File: config.mk
export PLATFORM = sky130hd
export DESIGN_NAME = ball_controller
export DESIGN_NICKNAME = d
export VERILOG_FILES = /design/src/rtl/ball_pkg.sv /design/src/rtl/step_divider.sv /design/src/rtl/ball_controller.sv
export SDC_FILE = /design/constraint.sdc
export NUM_CORES = 1
export LEC_CHECK = 0
export CORE_UTILIZATION = 62
export CTS_CLUSTER_SIZE = 28
export DETAILED_ROUTE_END_ITERATION = 8
export PLACE_DENSITY = 0.95
export SETUP_SLACK_MARGIN = 0.4
export SLEW_MARGIN = 15
export SYNTH_ARGS = -nofsm -noshare
export SYNTH_HDL_FRONTEND = slang
export SYNTH_HIERARCHICAL = 1
export SYNTH_SLANG_ARGS = --single-unit
File: constraint.sdc
create_clock -name clk -period 21.6 [get_ports clk]
set_clock_uncertainty 0.05 [all_clocks]
set_input_delay 6.48 -clock clk [delete_from_list [all_inputs] [get_ports clk]]
set_output_delay 6.48 -clock clk [all_outputs]
set_load 0.05 [all_outputs]
File: src/rtl/ball_pkg.sv
// ball_pkg: shared geometry, state encoding and helpers for the paddle-game
// ball engine. All coordinates are 10-bit pixel positions on a 640x480 field.
package ball_pkg;

   localparam int unsigned SCREEN_W = 640;
   localparam int unsigned SCREEN_H = 480;
   localparam int unsigned BR       = 4;    // ball half-size

   localparam logic [9:0] LEFT_FACE_X  = 10'd28;
   localparam logic [9:0] RIGHT_FACE_X = 10'd611;

   // Ball-centre positions at which contact/miss/wall events happen
   localparam logic [9:0] LEFT_HIT_X   = LEFT_FACE_X + 10'(BR);
   localparam logic [9:0] RIGHT_HIT_X  = RIGHT_FACE_X - 10'(BR);
   localparam logic [9:0] LEFT_MISS_X  = 10'(BR);
   localparam logic [9:0] RIGHT_MISS_X = 10'(SCREEN_W - 1 - BR);
   localparam logic [9:0] TOP_Y        = 10'(BR);
   localparam logic [9:0] BOTTOM_Y     = 10'(SCREEN_H - 1 - BR);

   localparam logic [9:0] HALF_H_SMALL = 10'd40;
   localparam logic [9:0] HALF_H_LARGE = 10'd50;

   localparam logic [9:0] CENTRE_X = 10'd320;
   localparam logic [9:0] CENTRE_Y = 10'd240;

   typedef enum logic [1:0] {
      IDLE,
      PLAY,
      SCORED,
      OVER
   } state_e;

   // |ball_y - paddle_y| <= half-height + BR, subtracting the smaller from
   // the larger so the difference never wraps.
   function automatic logic paddle_hit(input logic [9:0] by,
                                       input logic [9:0] py,
                                       input logic       small_bat);
      logic [9:0] diff;
      logic [9:0] reach;
      diff  = (by >= py) ? (by - py) : (py - by);
      reach = (small_bat ? HALF_H_SMALL : HALF_H_LARGE) + 10'(BR);
      return (diff <= reach);
   endfunction

   function automatic logic [3:0] sat_inc(input logic [3:0] v);
      return (v == 4'hF) ? v : v + 4'd1;
   endfunction

endpackage

File: src/rtl/step_divider.sv
// step_divider: free-running modulo-STEP_PERIOD counter producing the ball
// step tick.
//   clk   in  system clock
//   rst   in  synchronous active-high reset
//   clear in  forces the count to 0 on the next edge
//   tick  out high in the cycle where count == STEP_PERIOD-1
module step_divider #(
   parameter int unsigned STEP_PERIOD = 131072
) (
   input  logic clk,
   input  logic rst,
   input  logic clear,
   output logic tick
);

   localparam int unsigned   CW   = (STEP_PERIOD > 1) ? $clog2(STEP_PERIOD) : 1;
   localparam logic [CW-1:0] LAST = CW'(STEP_PERIOD - 1);

   logic [CW-1:0] count_q;
   logic [CW-1:0] count_d;

   always_comb begin
      count_d = count_q + CW'(1);
      if (clear || (count_q == LAST)) begin
         count_d = '0;
      end
   end

   always_ff @(posedge clk) begin
      if (rst) begin
         count_q <= '0;
      end else begin
         count_q <= count_d;
      end
   end

   assign tick = (count_q == LAST);

endmodule

File: src/rtl/ball_controller.sv
// ball_controller: ball motion, wall/paddle reflection, miss detection and
// scoring for the two-player paddle game. All outputs are registered.
//   clk, rst            clock, synchronous active-high reset
//   p1_y, p2_y          left/right paddle centre Y
//   bat_size            1 = half-height 40, 0 = half-height 50
//   serve               starts play while idle
//   ball_x, ball_y      ball centre
//   p1_point, p2_point  one-cycle pulse when that player scores
//   p1_score, p2_score  saturating scores
//   in_play, game_over  state flags
module ball_controller
   import ball_pkg::*;
#(
   parameter int unsigned STEP_PERIOD = 131072,
   parameter int unsigned HOLD_STEPS  = 64,
   parameter int unsigned WIN_SCORE   = 9
) (
   input  logic       clk,
   input  logic       rst,
   input  logic [9:0] p1_y,
   input  logic [9:0] p2_y,
   input  logic       bat_size,
   input  logic       serve,
   output logic [9:0] ball_x,
   output logic [9:0] ball_y,
   output logic       p1_point,
   output logic       p2_point,
   output logic [3:0] p1_score,
   output logic [3:0] p2_score,
   output logic       in_play,
   output logic       game_over
);

   localparam int unsigned   HW        = $clog2(HOLD_STEPS + 1);
   localparam logic [HW-1:0] HOLD_LAST = HW'(HOLD_STEPS - 1);
   localparam logic [3:0]    WIN       = 4'(WIN_SCORE);

   state_e        state_q, state_d;
   logic [9:0]    ball_x_q, ball_x_d;
   logic [9:0]    ball_y_q, ball_y_d;
   logic          dx_q, dx_d;
   logic          dy_q, dy_d;
   logic          p1_point_q, p1_point_d;
   logic          p2_point_q, p2_point_d;
   logic [3:0]    p1_score_q, p1_score_d;
   logic [3:0]    p2_score_q, p2_score_d;
   logic [HW-1:0] hold_q, hold_d;
   logic          in_play_q, in_play_d;
   logic          game_over_q, game_over_d;

   logic tick;
   logic div_clear;
   logic hit1;
   logic hit2;

   step_divider #(
      .STEP_PERIOD (STEP_PERIOD)
   ) u_step_divider (
      .clk   (clk),
      .rst   (rst),
      .clear (div_clear),
      .tick  (tick)
   );

   always_comb begin
      state_d    = state_q;
      ball_x_d   = ball_x_q;
      ball_y_d   = ball_y_q;
      dx_d       = dx_q;
      dy_d       = dy_q;
      p1_point_d = 1'b0;
      p2_point_d = 1'b0;
      p1_score_d = p1_score_q;
      p2_score_d = p2_score_q;
      hold_d     = hold_q;
      div_clear  = 1'b0;
      hit1       = paddle_hit(ball_y_q, p1_y, bat_size);
      hit2       = paddle_hit(ball_y_q, p2_y, bat_size);

      case (state_q)
         IDLE: begin
            ball_x_d  = CENTRE_X;
            ball_y_d  = CENTRE_Y;
            div_clear = 1'b1;
            if (serve) begin
               state_d = PLAY;
            end
         end

         PLAY: begin
            if (tick) begin
               if (!dx_q && (ball_x_q == LEFT_MISS_X)) begin
                  p2_point_d = 1'b1;
                  p2_score_d = sat_inc(p2_score_q);
                  dx_d       = 1'b0;
                  hold_d     = '0;
                  div_clear  = 1'b1;
                  state_d    = SCORED;
               end else if (dx_q && (ball_x_q == RIGHT_MISS_X)) begin
                  p1_point_d = 1'b1;
                  p1_score_d = sat_inc(p1_score_q);
                  dx_d       = 1'b1;
                  hold_d     = '0;
                  div_clear  = 1'b1;
                  state_d    = SCORED;
               end else begin
                  // Direction updates are resolved first so each axis moves
                  // in its new direction on the same tick; both axes may
                  // reflect together at a corner.
                  dy_d = dy_q;
                  if (!dy_q && (ball_y_q == TOP_Y)) begin
                     dy_d = 1'b1;
                  end else if (dy_q && (ball_y_q == BOTTOM_Y)) begin
                     dy_d = 1'b0;
                  end
                  ball_y_d = dy_d ? (ball_y_q + 10'd1) : (ball_y_q - 10'd1);

                  dx_d = dx_q;
                  if (!dx_q && (ball_x_q == LEFT_HIT_X) && hit1) begin
                     dx_d = 1'b1;
                  end else if (dx_q && (ball_x_q == RIGHT_HIT_X) && hit2) begin
                     dx_d = 1'b0;
                  end
                  ball_x_d = dx_d ? (ball_x_q + 10'd1) : (ball_x_q - 10'd1);
               end
            end
         end

         SCORED: begin
            if (tick) begin
               if (hold_q == HOLD_LAST) begin
                  if ((p1_score_q == WIN) || (p2_score_q == WIN)) begin
                     state_d = OVER;
                  end else begin
                     state_d  = IDLE;
                     ball_x_d = CENTRE_X;
                     ball_y_d = CENTRE_Y;
                  end
               end else begin
                  hold_d = hold_q + HW'(1);
               end
            end
         end

         OVER: begin
         end

         default: begin
            state_d = IDLE;
         end
      endcase

      in_play_d   = (state_d == PLAY);
      game_over_d = (state_d == OVER);
   end

   always_ff @(posedge clk) begin
      if (rst) begin
         state_q     <= IDLE;
         ball_x_q    <= CENTRE_X;
         ball_y_q    <= CENTRE_Y;
         dx_q        <= 1'b1;
         dy_q        <= 1'b1;
         p1_point_q  <= 1'b0;
         p2_point_q  <= 1'b0;
         p1_score_q  <= '0;
         p2_score_q  <= '0;
         hold_q      <= '0;
         in_play_q   <= 1'b0;
         game_over_q <= 1'b0;
      end else begin
         state_q     <= state_d;
         ball_x_q    <= ball_x_d;
         ball_y_q    <= ball_y_d;
         dx_q        <= dx_d;
         dy_q        <= dy_d;
         p1_point_q  <= p1_point_d;
         p2_point_q  <= p2_point_d;
         p1_score_q  <= p1_score_d;
         p2_score_q  <= p2_score_d;
         hold_q      <= hold_d;
         in_play_q   <= in_play_d;
         game_over_q <= game_over_d;
      end
   end

   assign ball_x    = ball_x_q;
   assign ball_y    = ball_y_q;
   assign p1_point  = p1_point_q;
   assign p2_point  = p2_point_q;
   assign p1_score  = p1_score_q;
   assign p2_score  = p2_score_q;
   assign in_play   = in_play_q;
   assign game_over = game_over_q;

endmodule

# Word-level counts from Yosys, hierarchy flattened
# Index checks and enable logic that the tools add are counted.
# totals
ff_bits	60
input_bits	24
output_inout_bits	32
wordCells	136
# op_classes
addsub	13
n_lt_le_gt_ge	4
n_eq_ne	24
mux	52
bitwise_logic	6
reduce_logical	24
# op_table
operator	n
10-bit 2-to-1 mux	16
10-bit one-hot mux with 3 select lines	2
10-bit subtractor	4
7-bit 2-to-1 mux	5
10-bit by 1-bit adder with 10-bit output, second input constant	2
10-bit equality test, second input constant	2
10-bit by 3-bit equality test with 1-bit output, second input constant	2
10-bit >= comparator	2
10-bit by 1-bit subtractor with 10-bit output, second input constant	2
1-bit 2-to-1 mux	18
17-bit by 1-bit adder with 17-bit output, second input constant	1
17-bit equality test, second input constant	1
4-bit equality test, second input constant	4
2-bit 2-to-1 mux	7
2-bit != test, second input constant	7
7-bit one-hot mux with 2 select lines	1
10-bit by 6-bit equality test with 1-bit output, second input constant	1
10-bit by 9-bit equality test with 1-bit output, second input constant	1
10-bit less-or-equal comparator	1
10-bit by 7-bit less-or-equal comparator with 1-bit output	1
5-bit AND reduction	2
4-bit by 1-bit adder with 4-bit output, second input constant	2
1-bit logical AND	8
4-bit AND reduction	2
20 further kinds	29

# Logic depth before layout (Yosys ltp)
# Gate-level depths: netlist of the first run.
# depth
ltp_word	15
ltp_mapped	30
mapped_depth_nobuf	30

# Hierarchy
# The synthesis of the first run kept the hierarchy.
# by_module_without_submodules
mod	n_inst	cells_per_inst	area_each_um2
ball_controller	1	548	4394.2
step_divider	1	87	808.3

# Worst setup path after synthesis of the first run
# No wires, ideal clock.
# synth_timing
path_kind	in2reg
startpoint	input p2_y[0]
endpoint	register ball_x_q[9] (netlist: ball_x[9])
arrival_ps	11289
setup_slack_ps	10197
cell_stages	28
n_path_buf	0
cell_sequence	ha_1 -> inv_1 -> fa_1 -> a21oi_1 -> o21ai_0 -> a211oi_2 -> o21ai_4 -> a211oi_1 -> a21oi_1 -> xor2_1 -> ha_1 -> nand2_1 -> nor3b_1 -> mux2i_1 -> a221o_1 -> a41oi_2 -> a31oi_2 -> ha_1 -> a21o_1 -> a21oi_1 -> o21bai_1 -> a21oi_1 -> o21bai_1 -> a21oi_1 -> o21ai_0 -> nor4_1 -> mux2i_1 -> nand4_1
# synth_between
elab_chain_cells	15
elab_cells_between_ends	17
# synth_rtl
element	line	rtl
from (decl)	ball_controller.sv:21	input logic [9:0] p2_y,
10-bit subtractor or 10-bit >= comparator (tied branches)	ball_pkg.sv:40	diff = (by >= py) ? (by - py) : (py - by);
10-bit 2-to-1 mux *	ball_pkg.sv:40	
10-bit by 7-bit less-or-equal comparator with 1-bit output *	ball_pkg.sv:42	return (diff <= reach);
1-bit logical AND *	ball_controller.sv:121	end else if (dx_q && (ball_x_q == RIGHT_HIT_X) && hit2) begin
1-bit 2-to-1 mux *	ball_controller.sv:121	
1-bit 2-to-1 mux *	ball_controller.sv:119	if (!dx_q && (ball_x_q == LEFT_HIT_X) && hit1) begin
1-bit 2-to-1 mux *	ball_controller.sv:99	end else if (dx_q && (ball_x_q == RIGHT_MISS_X)) begin
1-bit 2-to-1 mux *	ball_controller.sv:92	if (!dx_q && (ball_x_q == LEFT_MISS_X)) begin
1-bit 2-to-1 mux *	ball_controller.sv:91	if (tick) begin
1-bit 2-to-1 mux *	ball_controller.sv:80	case (state_q)
10-bit 2-to-1 mux *	ball_controller.sv:124	ball_x_d = dx_d ? (ball_x_q + 10'd1) : (ball_x_q - 10'd1);
10-bit 2-to-1 mux *	ball_controller.sv:99	
10-bit 2-to-1 mux *	ball_controller.sv:92	
10-bit 2-to-1 mux *	ball_controller.sv:91	
10-bit one-hot mux with 3 select lines *	ball_controller.sv:80	
to (signal assigned)	ball_controller.sv:173	ball_x_q <= ball_x_d;
to (decl)	ball_controller.sv:39	logic [9:0] ball_x_q, ball_x_d;
# Every way passes the cells marked *; elsewhere a longest branch is shown, timed or not. The select of a mux whose other input is x is not followed.
# A chain may end at the register's enable or synchronous reset.

# Worst setup path in the final report of the first run
# Ends and elaborated chain as after synthesis.

==> reports/qor.csv, run 1 <==
stage;metric;value;unit
drt;Post-route DRC;0;
timing;final worst path period share;57.3;%
synth;YS warnings;6;
timing;Tightest Pin Transition;0.728;ns
synth;ys async rst share;0;%
critical_path;Req. time, crit path;21.85;ns
die;# rows;33;
global_route;initial antenna violation count;0;
clock_network;htree depth;3;
power_and_ir_drop;maximum VDD drop;43.3;µV
power_and_ir_drop;Gate power share;31.1;%
drt;Initial DRT Pass Iterations;7;
final_layout;diode count;0;
synth;Post-synth EDFFs;0;
clock_network;# hold bufs at CTS;0;
final_layout;fin nets;780;
die;full die area;0.00876;mm²
clock_network;CTS tree;yes;
clock_network;clock sink count;60;
critical_path;crit start category;input pin;
clock_network;Clock Latency Late Sink;0.36;ns
synth;Distinct cells, synth;68;
worst_hold_path;Hold WC Path Type;register to register;
timing;endpoints failing setup;0;
synth;top-area cell type share of the netlist area;23.1;%
power_and_ir_drop;clock network fraction of design power;30.7;%
timing;setup TNS;0;ns
drt;Vias per Instance;6.27;
global_route;gr usage total;30.6;%
critical_path;most frequent CP cell;a21oi_1;
critical_path;R2R depth;29;
critical_path;critical path data arrival time;12.63;ns
synth;Syn Inst Count;635;
critical_path;CP Class;input pin to register;
timing;Final Hold Vio Count;0;
worst_hold_path;Worst Hold Depth;1;
place;GP Congestion;1.00;
clock_network;CTS Root Cell;clkbuf_8;
clock_network;# Post-CTS Setup Buffers;0;
critical_path;slowest CP cell;a31oi_2;
die;I/O pin cnt;56;
synth;Syn Std Cell Area;0.00520;mm²
power_and_ir_drop;internal power;194;µW
power_and_ir_drop;Flop pwr share;38.2;%
job;Max Cap Viol;0;
synth;syn nets;732;
global_route;largest net degree at the start of global routing;43;
die;initial core utilization;63.6;%
power_and_ir_drop;Net Sw Power;109;µW
worst_hold_path;WHS Endpoint;u_step_divider/count_q[0]$_SDFF_PP0_;
final_layout;commonest non-fill, non-tap cell in the layout;ha_1;
synth;most used flip-flop cell after synthesis;dfxtp_1;
die;chip width;93.6;µm
clock_network;CTS Buffer Depth;2;
critical_path;worst reg-to-reg setup slack;15.23;ns
synth;cell taking the most area after synthesis;dfxtp_1;
clock_network;post-cts gate resize count;0;
synth;register area share after synthesis;23.1;%
global_route;global-route wire length before repair;21.3;mm
critical_path;Max Fanout on Critical Path;13;
synth;Yosys reg bits;60;
timing;Peak Freq;80.8;MHz
critical_path;R2R Path End;ball_x[9]$_SDFFE_PP0P_;
global_route;GRT overflow;0;
die;core area;0.00818;mm²
status;outcome;finished clean;
critical_path;Reg-to-Reg Start;ball_y[0]$_SDFFE_PP0P_;
worst_hold_path;min-delay src;u_step_divider/count_q[0]$_SDFF_PP0_;
final_layout;P&R area growth vs syn;14.5;%
power_and_ir_drop;static leakage;0.00249;µW
critical_path;CP peak stage delay;0.61;ns
global_route;vias in the first global route;4754;
critical_path;CP Capture Type;register;
drt;WL per Instance;16.1;µm
synth;syn avg cell area;8.19;µm²
timing;fin. max-slew vios;0;
clock_network;total CTS buffers;9;
synth;synth top area cells;dfxtp_1 (23%), ha_1 (16%), a21oi_1 (5.4%), nor2_1 (4.7%), xnor2_1 (3.9%);
power_and_ir_drop;Power per Cell Area;50.9;mW/mm²
timing;max_slew headroom;51.3;%
final_layout;layout cells sized above 1;6.10;%
place;buffers added on ports;55;
final_layout;final cell count without fillers;793;
drt;WL final;12.8;mm
place;Inst Count DP;777;
power_and_ir_drop;sw frac;35.9;%
drt;Detailed Route Iter0 Violations;305;
timing;minimum clock period;12.38;ns
timing;RSZ-0062 raised after global routing;no;
place;HPWL after DPL;9.53;mm
clock_network;clk slew on worst S/H paths;0.08;ns
drt;Via Count;4974;
drt;Post-DRT Antenna Nets;0;
die;Die Y;93.6;µm
final_layout;most frequent cells in the layout;ha_1 (67), nor2_1 (65), dfxtp_1 (60), a21oi_1 (56), clkdlybuf4s50_1 (55);
-- synthesized netlist by cell type, drive strengths merged (2+ instances only) --
library cell	n
ha	67
nor2	65
dfxtp	60
a21oi	57
inv	50
nand2	39
o21ai	24
xnor2	23
xor2	20
nand3	19
mux2i	17
nor3	17
nand2b	16
a21o	15
nand4	11
buf	10
clkbuf	10
nor4	9
o21bai	8
nor2b	7
o21a	7
o22ai	7
o31ai	7
fa	6
or3	6
or4	6
a22oi	5
a211oi	4
a31oi	4
a311oi	3
and2	3
and3	3
and4	3
a211o	2
a221o	2
a41o	2
a41oi	2
nand3b	2
nand4b	2
nor3b	2
o211ai	2
o41ai	2
-- area by class of cell --
type                    instances  area [µm²]
well taps                     105         131
clock inverters                 7        51.3
repair buffers                 57         566
multi-input cells             505        3700
inverters                      50         188
fillers                       567        2220
clock buffers                   9         124
flip-flops and latches         60        1200
-- power by group through the flow --
stage / clock, µW / combinational, µW / sequential (µW)
after floorplan: 0 / 66.8 / 121
after global placement: 0 / 87.2 / 118
after detailed placement: 0 / 91.8 / 118
after CTS: 93.0 / 92.6 / 116
after global routing: 99.2 / 103 / 116
final: 92.9 / 94.4 / 116
-- worst max-delay path: cells and delay by family --
family / cells / cell delay [ns]
AOI/OAI and AO/OA: 15 / 3.15
xor gates and xnor gates: 1 / 0.16
adders and majority gates: 4 / 1.23
buffers and inverters: 2 / 0.56
muxes: 2 / 0.24
and+or+nand+nor: 5 / 0.80
-- per-stage QoR --
stage,power (µW),hold slack (ns),util (%),cell area (µm²),setup WS [ns]
after global routing,318,0.455,72.9,5960,8.68
after CTS,301,0.437,72.9,5960,9.29
after global placement,205,0.399,70.7,5780,9.36
final,303,0.435,72.9,5960,9.22
after floorplan,188,0.388,-,5200,10.20
after detailed placement,210,0.420,70.7,5780,8.95
-- routing by layer --
metal	up-vias	part of all wire (%)	GRT usage, %
met1	2328	42	35.9
met4	0	3.5	15.5
met2	228	48	51.9
met3	63	6.7	7.07
li1	2355	-	-
met5	-	0	0
-- logic make-up after synthesis --
family | synth area share (%)
AO/OA/AOI/OAI | 19.9
XOR/XNOR | 7.24
adder cells (fa/ha/maj) | 18.4
buffers and inverters | 5.87
flip-flops | 23.1
multiplexers | 3.34
AND/OR/NAND/NOR | 22.1
-- sequential cells by signal (all words and copies together) (netlist names), 2 cells and up --
register	cells
u_step_divider/count_q	17
state_q	2
ball_y	10
ball_x	10
p1_score	4
p2_score	4
hold_q	7
-- worst max-delay path by stage --
stage          startpoint                endpoint  slack (ns)  cells after the start
2_1_floorplan     p2_y[0]  ball_x[9]$_SDFFE_PP0P_       10.20                     28
4_1_cts           p2_y[0]  ball_x[9]$_SDFFE_PP0P_        9.29                     29
5_1_grt           p2_y[1]  ball_x[9]$_SDFFE_PP0P_        8.68                     28
6_report          p2_y[0]  ball_x[9]$_SDFFE_PP0P_        9.22                     29
3_5_place_dp      p2_y[0]  ball_x[9]$_SDFFE_PP0P_        8.95                     29
3_3_place_gp      p2_y[0]  ball_x[9]$_SDFFE_PP0P_        9.36                     29
No activity file was read; power rests on OpenSTA's default activity.
==> inputs of run 2 (changes only) <==
Settings changed: CORE_UTILIZATION 62 to 52, PLACE_DENSITY 0.95 to 0.87.
Clock period 21.6 ns to 9.96 ns, I/O delays scaled along.
==> run 2 against run 1 <==
Compared with the run above:
- setup slack worse by 8.2 ns
- core utilization down 11 points
- global-route usage down 5.1 points
- critical path depth unchanged
- clock power up 130%
- first-iteration DRC count down 27%
- worst hold slack better by 0.0040 ns
- routed wire length up 1.3%
- combinational power up 110%
- register-to-register slack worse by 12 ns
- via count down 4.1%
- sequential power up 120%
- critical path type unchanged
- largest power group unchanged
==> reports/qor.csv, run 2 (synthesis results as in run 1) <==
stage;metric;value;unit;change
timing;Peak Freq;112;MHz;
place;buffers added on ports;55;;unchanged
power_and_ir_drop;maximum VDD drop;138;µV;+220%
status;outcome;finished clean;;
die;full die area;0.0104;mm²;+19%
power_and_ir_drop;static leakage;0.00250;µW;+0.27%
final_layout;number of fill cells in the layout;850;;+50%
critical_path;slowest CP cell;a31oi_2;;
die;core area;0.00973;mm²;+19%
drt;Initial DRT Pass Iterations;7;;unchanged
global_route;gr usage total;25.5;%;-5.1 points
critical_path;CP peak stage delay;0.61;ns;about the same
final_layout;final cell count without fillers;821;;+3.5%
die;chip width;102;µm;+9.0%
global_route;largest net degree at the start of global routing;43;;unchanged
timing;minimum clock period;8.94;ns;
clock_network;Clock Latency Late Sink;0.35;ns;about the same
drt;Post-route DRC;0;;unchanged
drt;WL per Instance;15.8;µm;-2.1%
clock_network;clock sink count;60;;unchanged
timing;max_slew headroom;49.9;%;-1.4 points
global_route;vias in the first global route;4628;;-2.7%
place;Inst Count DP;805;;+3.6%
place;HPWL after DPL;9.75;mm;+2.4%
critical_path;critical path data arrival time;9.16;ns;-3.47 ns
final_layout;fin nets;780;;unchanged
timing;endpoints failing setup;0;;unchanged
clock_network;# hold bufs at CTS;0;;unchanged
job;Max Cap Viol;0;;unchanged
clock_network;post-cts gate resize count;0;;unchanged
drt;Detailed Route Iter0 Violations;224;;-27%
clock_network;# Post-CTS Setup Buffers;0;;unchanged
place;GP Congestion;0.913;;-8.7%
clock_network;total CTS buffers;9;;unchanged
timing;final worst path period share;89.7;%;
die;# rows;36;;+9.1%
final_layout;post-layout util;61.8;%;-11 points
clock_network;clk slew on worst S/H paths;0.08;ns;about the same
final_layout;diode count;0;;unchanged
final_layout;most frequent cells in the layout;ha_1 (67), nor2_1 (65), dfxtp_1 (60), a21oi_1 (56), clkdlybuf4s50_1 (55);;
final_layout;layout cells sized above 1;5.96;%;-0.15 points
timing;fin. max-slew vios;0;;unchanged
final_layout;commonest non-fill, non-tap cell in the layout;ha_1;;
critical_path;Req. time, crit path;10.19;ns;-11.66 ns
drt;WL final;13.0;mm;+1.3%
timing;Tightest Pin Transition;0.746;ns;+0.0185 ns
global_route;GRT overflow;0;;unchanged
critical_path;crit start category;input pin;;
power_and_ir_drop;Power per Cell Area;112;mW/mm²;+120%
critical_path;CP Capture Type;register;;
drt;Via Count;4771;;-4.1%
final_layout;max reg flops;17;;unchanged
timing;RSZ-0062 raised after global routing;no;;
timing;Final Hold Vio Count;0;;unchanged
drt;Post-DRT Antenna Nets;0;;unchanged
worst_hold_path;Hold WC Path Type;register to register;;
die;initial core utilization;53.5;%;-10 points
global_route;global-route wire length before repair;21.1;mm;-0.74%
drt;Vias per Instance;5.81;;-7.4%
timing;Fin Hold WS;0.439;ns;+0.00397 ns
critical_path;Max Fanout on Critical Path;13;;unchanged
clock_network;htree depth;3;;unchanged
final_layout;Reg with most FFs;u_step_divider/count_q;;
clock_network;CTS Root Cell;clkbuf_8;;
clock_network;CTS tree;yes;;
timing;setup TNS;0;ns;unchanged
global_route;initial antenna violation count;0;;unchanged
critical_path;most frequent CP cell;a21oi_1;;
final_layout;P&R area growth vs syn;15.5;%;
clock_network;CTS Buffer Depth;2;;unchanged
critical_path;CP Class;input pin to register;;
die;Die Y;102;µm;+9.0%
die;I/O pin cnt;56;;unchanged
==> run 2: cell count changes in the layout (fill, tap and decap cells not counted), sizes merged <==
cell	change
bufinv	+1
clkbuf	+1
clkinv	-1
inv	-1
==> run 2: layout make-up <==
type / instances / area [µm²] / share of cell area (%)
flip-flops and latches: 60 / 1200 / 20.0
inverters: 50 / 188 / 3.12
clock inverters: 6 / 63.8 / 1.06
multi-input cells: 505 / 3700 / 61.5
clock buffers: 10 / 128 / 2.12
well taps: 133 / 166 / 2.77
repair buffers: 57 / 566 / 9.41
==> run 2: layer usage <==
| layer | wire (µm) | vias up | global-route usage [%] |
|---|---|---|---|
| met5 | 0 | - | 0 |
| met4 | 312 | 0 | 9.34 |
| met3 | 724 | 35 | 5.54 |
| met2 | 6260 | 154 | 44.8 |
| met1 | 5660 | 2221 | 30.4 |
| li1 | - | 2361 | - |
==> run 2: final timing paths <==
kind                                               from                               endpoint  slack [ns]  cells after the start
hold reg to reg   u_step_divider/count_q[15]$_SDFF_PP0_  u_step_divider/count_q[15]$_SDFF_PP0_        0.44                      2
setup reg to reg                 ball_y[0]$_SDFFE_PP0P_                 ball_x[9]$_SDFFE_PP0P_        3.51                     29
setup / recovery                                p2_y[0]                 ball_x[9]$_SDFFE_PP0P_        1.02                     29
hold / removal    u_step_divider/count_q[15]$_SDFF_PP0_  u_step_divider/count_q[15]$_SDFF_PP0_        0.44                      2
==> run 2: where the power goes <==
part | total, µW | switching [µW] | internal (µW)
registers | 251 | 7.88 | 243
logic | 201 | 115 | 86.3
clock network | 218 | 102 | 115
total | 671 | 225 | 445
==> run 2: per-stage QoR <==
stage / setup WS [ns] / power [µW] / area [µm²]
6_report: 1.02 / 671 / 6010
5_1_grt: 0.522 / 704 / 6010
4_1_cts: 1.11 / 671 / 6010
3_5_place_dp: 0.752 / 455 / 5820
3_3_place_gp: 1.18 / 448 / 5820
2_1_floorplan: 2.05 / 408 / 5200
==> run 2: worst max-delay path: cells and delay by family <==
| kind | cells | cell delay, ns |
|---|---|---|
| fa+ha+maj | 4 | 1.21 |
| buf+inv | 2 | 0.55 |
| xor+xnor | 1 | 0.16 |
| compound gates | 16 | 3.39 |
| simple gates | 4 | 0.59 |
| mux | 2 | 0.27 |
==> edit 1: new RTL, flow settings as in run 1 <==
`hold_q` no longer has a reset.
--- a/src/rtl/ball_controller.sv
+++ b/src/rtl/ball_controller.sv
@@ -166,5 +166,4 @@
          p1_score_q  <= '0;
          p2_score_q  <= '0;
-         hold_q      <= '0;
          in_play_q   <= 1'b0;
          game_over_q <= 1'b0;
@@ -179,8 +178,11 @@
          p1_score_q  <= p1_score_d;
          p2_score_q  <= p2_score_d;
-         hold_q      <= hold_d;
          in_play_q   <= in_play_d;
          game_over_q <= game_over_d;
       end
+   end
+
+   always_ff @(posedge clk) begin
+      hold_q <= hold_d;
    end
 
Behaviour: no difference found for any inputs over 10 cycles, from zero or initial values and one cycle with rst high; that may be too few to reach the edited logic, so the function may still have changed.
==> edit 1 against run 1 <==
Area after synthesis increased by 0.70%; design area increased by 1.4%; total power decreased by 5.0%; sequential cell count unchanged; routed wire length increased by 9.5%; worst setup slack got worse by 0.50 ns; sequential share of layout area increased by 0.88 points; critical path depth decreased by 1; critical path type unchanged.
==> edit 1: results (changes against run 1) <==
Synth
  • Commonest cells post-synth: ha_1, nor2_1, dfxtp_1, inv_1, a21oi_1
  • Yosys warns: 6 (unchanged)
  • Async set or reset register ratio after synthesis: 0 (unchanged)
  • Mapped Cells: 641 (+0.94%)
  • Syn_nets: 738 (+0.82%)
  • Sequential cell area fraction in the yosys report: 0.243 (+0.0118)
  • Top cells by area, synth: dfxtp_1, ha_1, nor2_1
  • Post-synth EDFFs: 7 (+7)
  • Cell variety after synth: 67 (-1.5%)

Power
  • Leakage: 2.52 nW (+1.3%)
  • Maximum vdd drop: 0.0000470 V (+8.6%)

Global route
  • Initial antenna violation count: 0 (unchanged)
  • Global-route wire length before repair: 23100 um (+8.9%)
  • Largest net degree at the start of global routing: 41 (-4.7%)
  • Number of global-route vias before repair: 5048 (+6.2%)
  • Gr usage total: 0.332 (+0.0261)

CTS
  • H-tree levels: 3 (unchanged)
  • Root buffer cell: clkbuf_8
  • Cts bufs inserted: 9 (unchanged)
  • Post_cts resized: 0 (unchanged)
  • Maximum clock path buffer count: 2 (unchanged)
  • Post-CTS Setup Inserts: 0 (unchanged)
  • Skew-Pair Late Insertion Delay: 0.35 ns
  • Clock-pin slew on the worst setup and hold paths: 0.07 ns

Route
  • WL final: 14000 um (+9.5%)
  • WL/cell: 17.5 um (+8.6%)
  • Vias per inst: 6.38 (+1.8%)
  • Initial DRC Count: 336 (+10%)
  • Pre-Repair DR Iteration Count: 5 (-2)

Place
  • Worst slack at placement: 8.54 ns (-0.412 ns)
  • GPL Wtd Cong: 0.925 (-7.4%)
  • Placed wire-length estimate: 9910 um (+4.0%)
  • Placed inst area: 0.00584 mm2 (+1.1%)
  • Inst Count DP: 784 (+0.90%)
  • I/O Buffers: 55 (unchanged)

Cells and area
  • Most flop-heavy register: u_step_divider/count_q
  • Max reg flops: 17 (unchanged)
  • Antenna diode count: 0 (unchanged)
  • Layout fillers: 581 (+2.5%)
  • Layout cell share with drive strength beyond 1: 0.0432 (-0.0179)
  • Nets: 787 (+0.90%)
  • Layout Utilization: 0.735 (+0.00669)

STA
  • Fin. Hold Viols: 0 (unchanged)
  • Worst slew margin: 0.247 (-0.266)

Worst setup path
  • Slowest cell on the critical path: a211o_1
  • Largest delay share family, worst path: compound AO/OA/AOI/OAI gates
  • Worst-path maximum fanout: 17 (+4)
  • Crit path DAT: 13.07 ns (+0.44 ns)
  • Crit-path max cell delay: 0.50 ns (-0.11 ns)

Min path
  • Hold Crit Class: reg -> reg

Run status
  • Status: complete, no violations
edit 1: logic make-up after synthesis:
kind of cell | synth area share
AOI/OAI and AO/OA | 0.216
xor gates and xnor gates | 0.0652
adders and majority gates | 0.183
buffers and inverters | 0.0542
DFF | 0.243
muxes | 0.0272
and+or+nand+nor | 0.212
edit 1: final cells by class:
class,count,share of cell area
multi-input cells,510,0.610
flip-flops and latches,60,0.210
repair buffers,56,0.0924
inverters,53,0.0329
clock buffers,13,0.0298
well taps,105,0.0217
clock inverters,3,0.00311
edit 1: final timing paths:
kind	startpoint	slack, ns	cells after the start	to
worst max-delay path	p1_y[0]	8.72	28	ball_x[9]$_SDFFE_PP0P_
worst min-delay path	u_step_divider/count_q[15]$_SDFF_PP0_	0.42	2	u_step_divider/count_q[15]$_SDFF_PP0_
worst max register to register	ball_y[0]$_SDFFE_PP0P_	14.67	28	ball_x[9]$_SDFFE_PP0P_
worst min register to register	u_step_divider/count_q[15]$_SDFF_PP0_	0.42	2	u_step_divider/count_q[15]$_SDFF_PP0_
edit 1: where the power goes:
part	total (mW)	switching (mW)	internal, mW	leakage [nW]
clock network	0.101	0.0463	0.0548	0.105
registers	0.116	0.00242	0.114	0.491
logic	0.0710	0.0404	0.0305	1.93
edit 1: layer usage:
metal | routed length, um | vias to the layer above | GRT usage
met2 | 6700 | 264 | 0.576
met5 | 0 | - | 0
met1 | 5690 | 2361 | 0.386
met4 | 605 | 0 | 0.167
li1 | - | 2412 | -
met3 | 1000 | 70 | 0.0655
==> edit 2: new RTL, flow settings as in run 1 <==
Made on the original files. Set the parameter `WIN_SCORE` to 6 (it was 9).
--- a/src/rtl/ball_controller.sv
+++ b/src/rtl/ball_controller.sv
@@ -14,5 +14,5 @@
    parameter int unsigned STEP_PERIOD = 131072,
    parameter int unsigned HOLD_STEPS  = 64,
-   parameter int unsigned WIN_SCORE   = 9
+   parameter int unsigned WIN_SCORE   = 6
 ) (
    input  logic       clk,
Check against the original RTL: no difference found for any inputs over 10 cycles, from zero or initial values and one cycle with rst high; that may be too few to reach the edited logic, so the function may still have changed.
==> edit 2 against run 1 <==
Register-to-register slack worse by 0.26 ns; worst setup slack worse by 0.28 ns; count of clock-buffer cells in the layout is 2 higher; total power shrank 4.3%; routed wire length up 8.3%; sequential share of layout area decreased by 0.41 points; sequential cell count unchanged; non-clock buffer count did not move; design area up 2.1%; area after synthesis is 1.9% higher; critical path type unchanged.
==> edit 2: results (changes against run 1) <==
Global route
  • Largest net degree at the start of global routing: 44 (+2.3%)
  • Met1 Track Usage GR: 0.369 (+0.0102)
  • Gr usage total: 0.320 (+0.0140)
  • M3 GR Usage: 0.0491 (-0.0216)
  • Global-route wire length before repair: 22800 um (+7.0%)
  • Met2 Use GR: 0.578 (+0.0589)
  • Number of global-route vias before repair: 5092 (+7.1%)

CTS
  • Skew-Pair Late Insertion Delay: 0.33 ns (-0.03 ns)
  • Maximum clock path buffer count: 2 (unchanged)

Synth
  • Top cells by area, synth: dfxtp_1, ha_1, a21oi_1
  • Syn_nets: 753 (+2.9%)
  • Mapped Cells: 656 (+3.3%)
  • Yosys warns: 6 (unchanged)
  • Cell variety after synth: 74 (+8.8%)
  • Sequential cell area fraction in the yosys report: 0.227 (-0.00436)
  • Commonest cells post-synth: ha_1, dfxtp_1, a21oi_1, inv_1, nor2_1

Cells and area
  • Antenna diode count: 0 (unchanged)
  • Layout cell share with drive strength beyond 1: 0.0493 (-0.0118)
  • Layout fillers: 632 (+11%)

Route
  • Vias per inst: 6.36 (+1.5%)
  • Via count: 5187 (+4.3%)
  • Initial DRC Count: 338 (+11%)
  • WL final: 13800 um (+8.3%)

Worst setup path
  • Crit-path max cell delay: 0.59 ns (-0.02 ns)
  • Crit path DAT: 12.88 ns (+0.25 ns)
  • Worst-path maximum fanout: 10 (-3)
  • Reg2Reg Setup Slack: 14.97 ns (-0.26 ns)
  • Slowest cell on the critical path: nor2_1
  • Worst setup path start: p2_y[0]

Place
  • GPL Wtd Cong: 0.995 (-0.50%)
  • Worst slack at placement: 8.72 ns (-0.223 ns)
  • Inst Count DP: 799 (+2.8%)
  • Placed inst area: 0.00591 mm2 (+2.3%)
  • Placed wire-length estimate: 10400 um (+9.3%)

Power
  • Maximum vdd drop: 0.0000567 V (+31%)
  • Leakage: 2.58 nW (+3.8%)

STA
  • Worst slew margin: 0.244 (-0.269)

Run status
  • Status: complete, no violations
edit 2: changes by cell type after synthesis, moves of 5 or more:
| cell | before | now |
|---|---|---|
| nor3_1 | 17 | 12 |
| nand3_1 | 19 | 35 |
| nor2b_1 | 7 | 12 |
| nand2_1 | 37 | 44 |
| and3_1 | 2 | 9 |
| nor2_1 | 65 | 45 |
| mux2i_1 | 16 | 11 |
edit 2: final cells by class:
type	count	share of cell area
tap	105	0.0216
multi-input combinational	526	0.629
sequential	60	0.197
inverter	51	0.0315
clock inverter	5	0.00453
clock buffer	11	0.0232
timing repair buffer	57	0.0930
edit 2: where the power goes:
part           switching (mW)  internal, mW  leakage (nW)
Clock                  0.0418        0.0439        0.0889
Sequential            0.00347         0.112         0.485
Combinational          0.0519        0.0370          2.01
edit 2: worst min path at each step:
stage                                     startpoint                                    end  slack [ns]  depth (start not counted)
2_1_floorplan                      dy_q$_SDFFE_PP1P_                      dy_q$_SDFFE_PP1P_        0.39                          1
4_1_cts                            dy_q$_SDFFE_PP1P_                      dy_q$_SDFFE_PP1P_        0.43                          1
5_1_grt                            dy_q$_SDFFE_PP1P_                      dy_q$_SDFFE_PP1P_        0.46                          1
3_5_place_dp                       dy_q$_SDFFE_PP1P_                      dy_q$_SDFFE_PP1P_        0.41                          1
3_3_place_gp   u_step_divider/count_q[15]$_SDFF_PP0_  u_step_divider/count_q[15]$_SDFF_PP0_        0.40                          2
6_report        u_step_divider/count_q[0]$_SDFF_PP0_   u_step_divider/count_q[0]$_SDFF_PP0_        0.43                          1
edit 2: cell families after synthesis:
logic type               after synthesis  synth area share
AO/OA/AOI/OAI                        175             0.224
adder cells (fa/ha/maj)               73             0.181
XOR/XNOR                              36            0.0595
multiplexers                          12            0.0229
AND/OR/NAND/NOR                      230             0.234
flip-flops                            60             0.227
buffers and inverters                 70            0.0524
edit 2: worst max-delay path, delay by kind of cell:
family | cells | cell delay (ns)
compound gates | 14 | 2.76
simple gates | 7 | 1.55
fa+ha+maj | 4 | 1.14
buf+inv | 2 | 0.54
xor+xnor | 1 | 0.20
mux | 1 | 0.19
edit 2: layer usage:
layer  vias up  share of wire
met4         0          0.026
li1       2482              -
met2       226           0.50
met1      2442           0.41
met3        37          0.062
met5         -              0
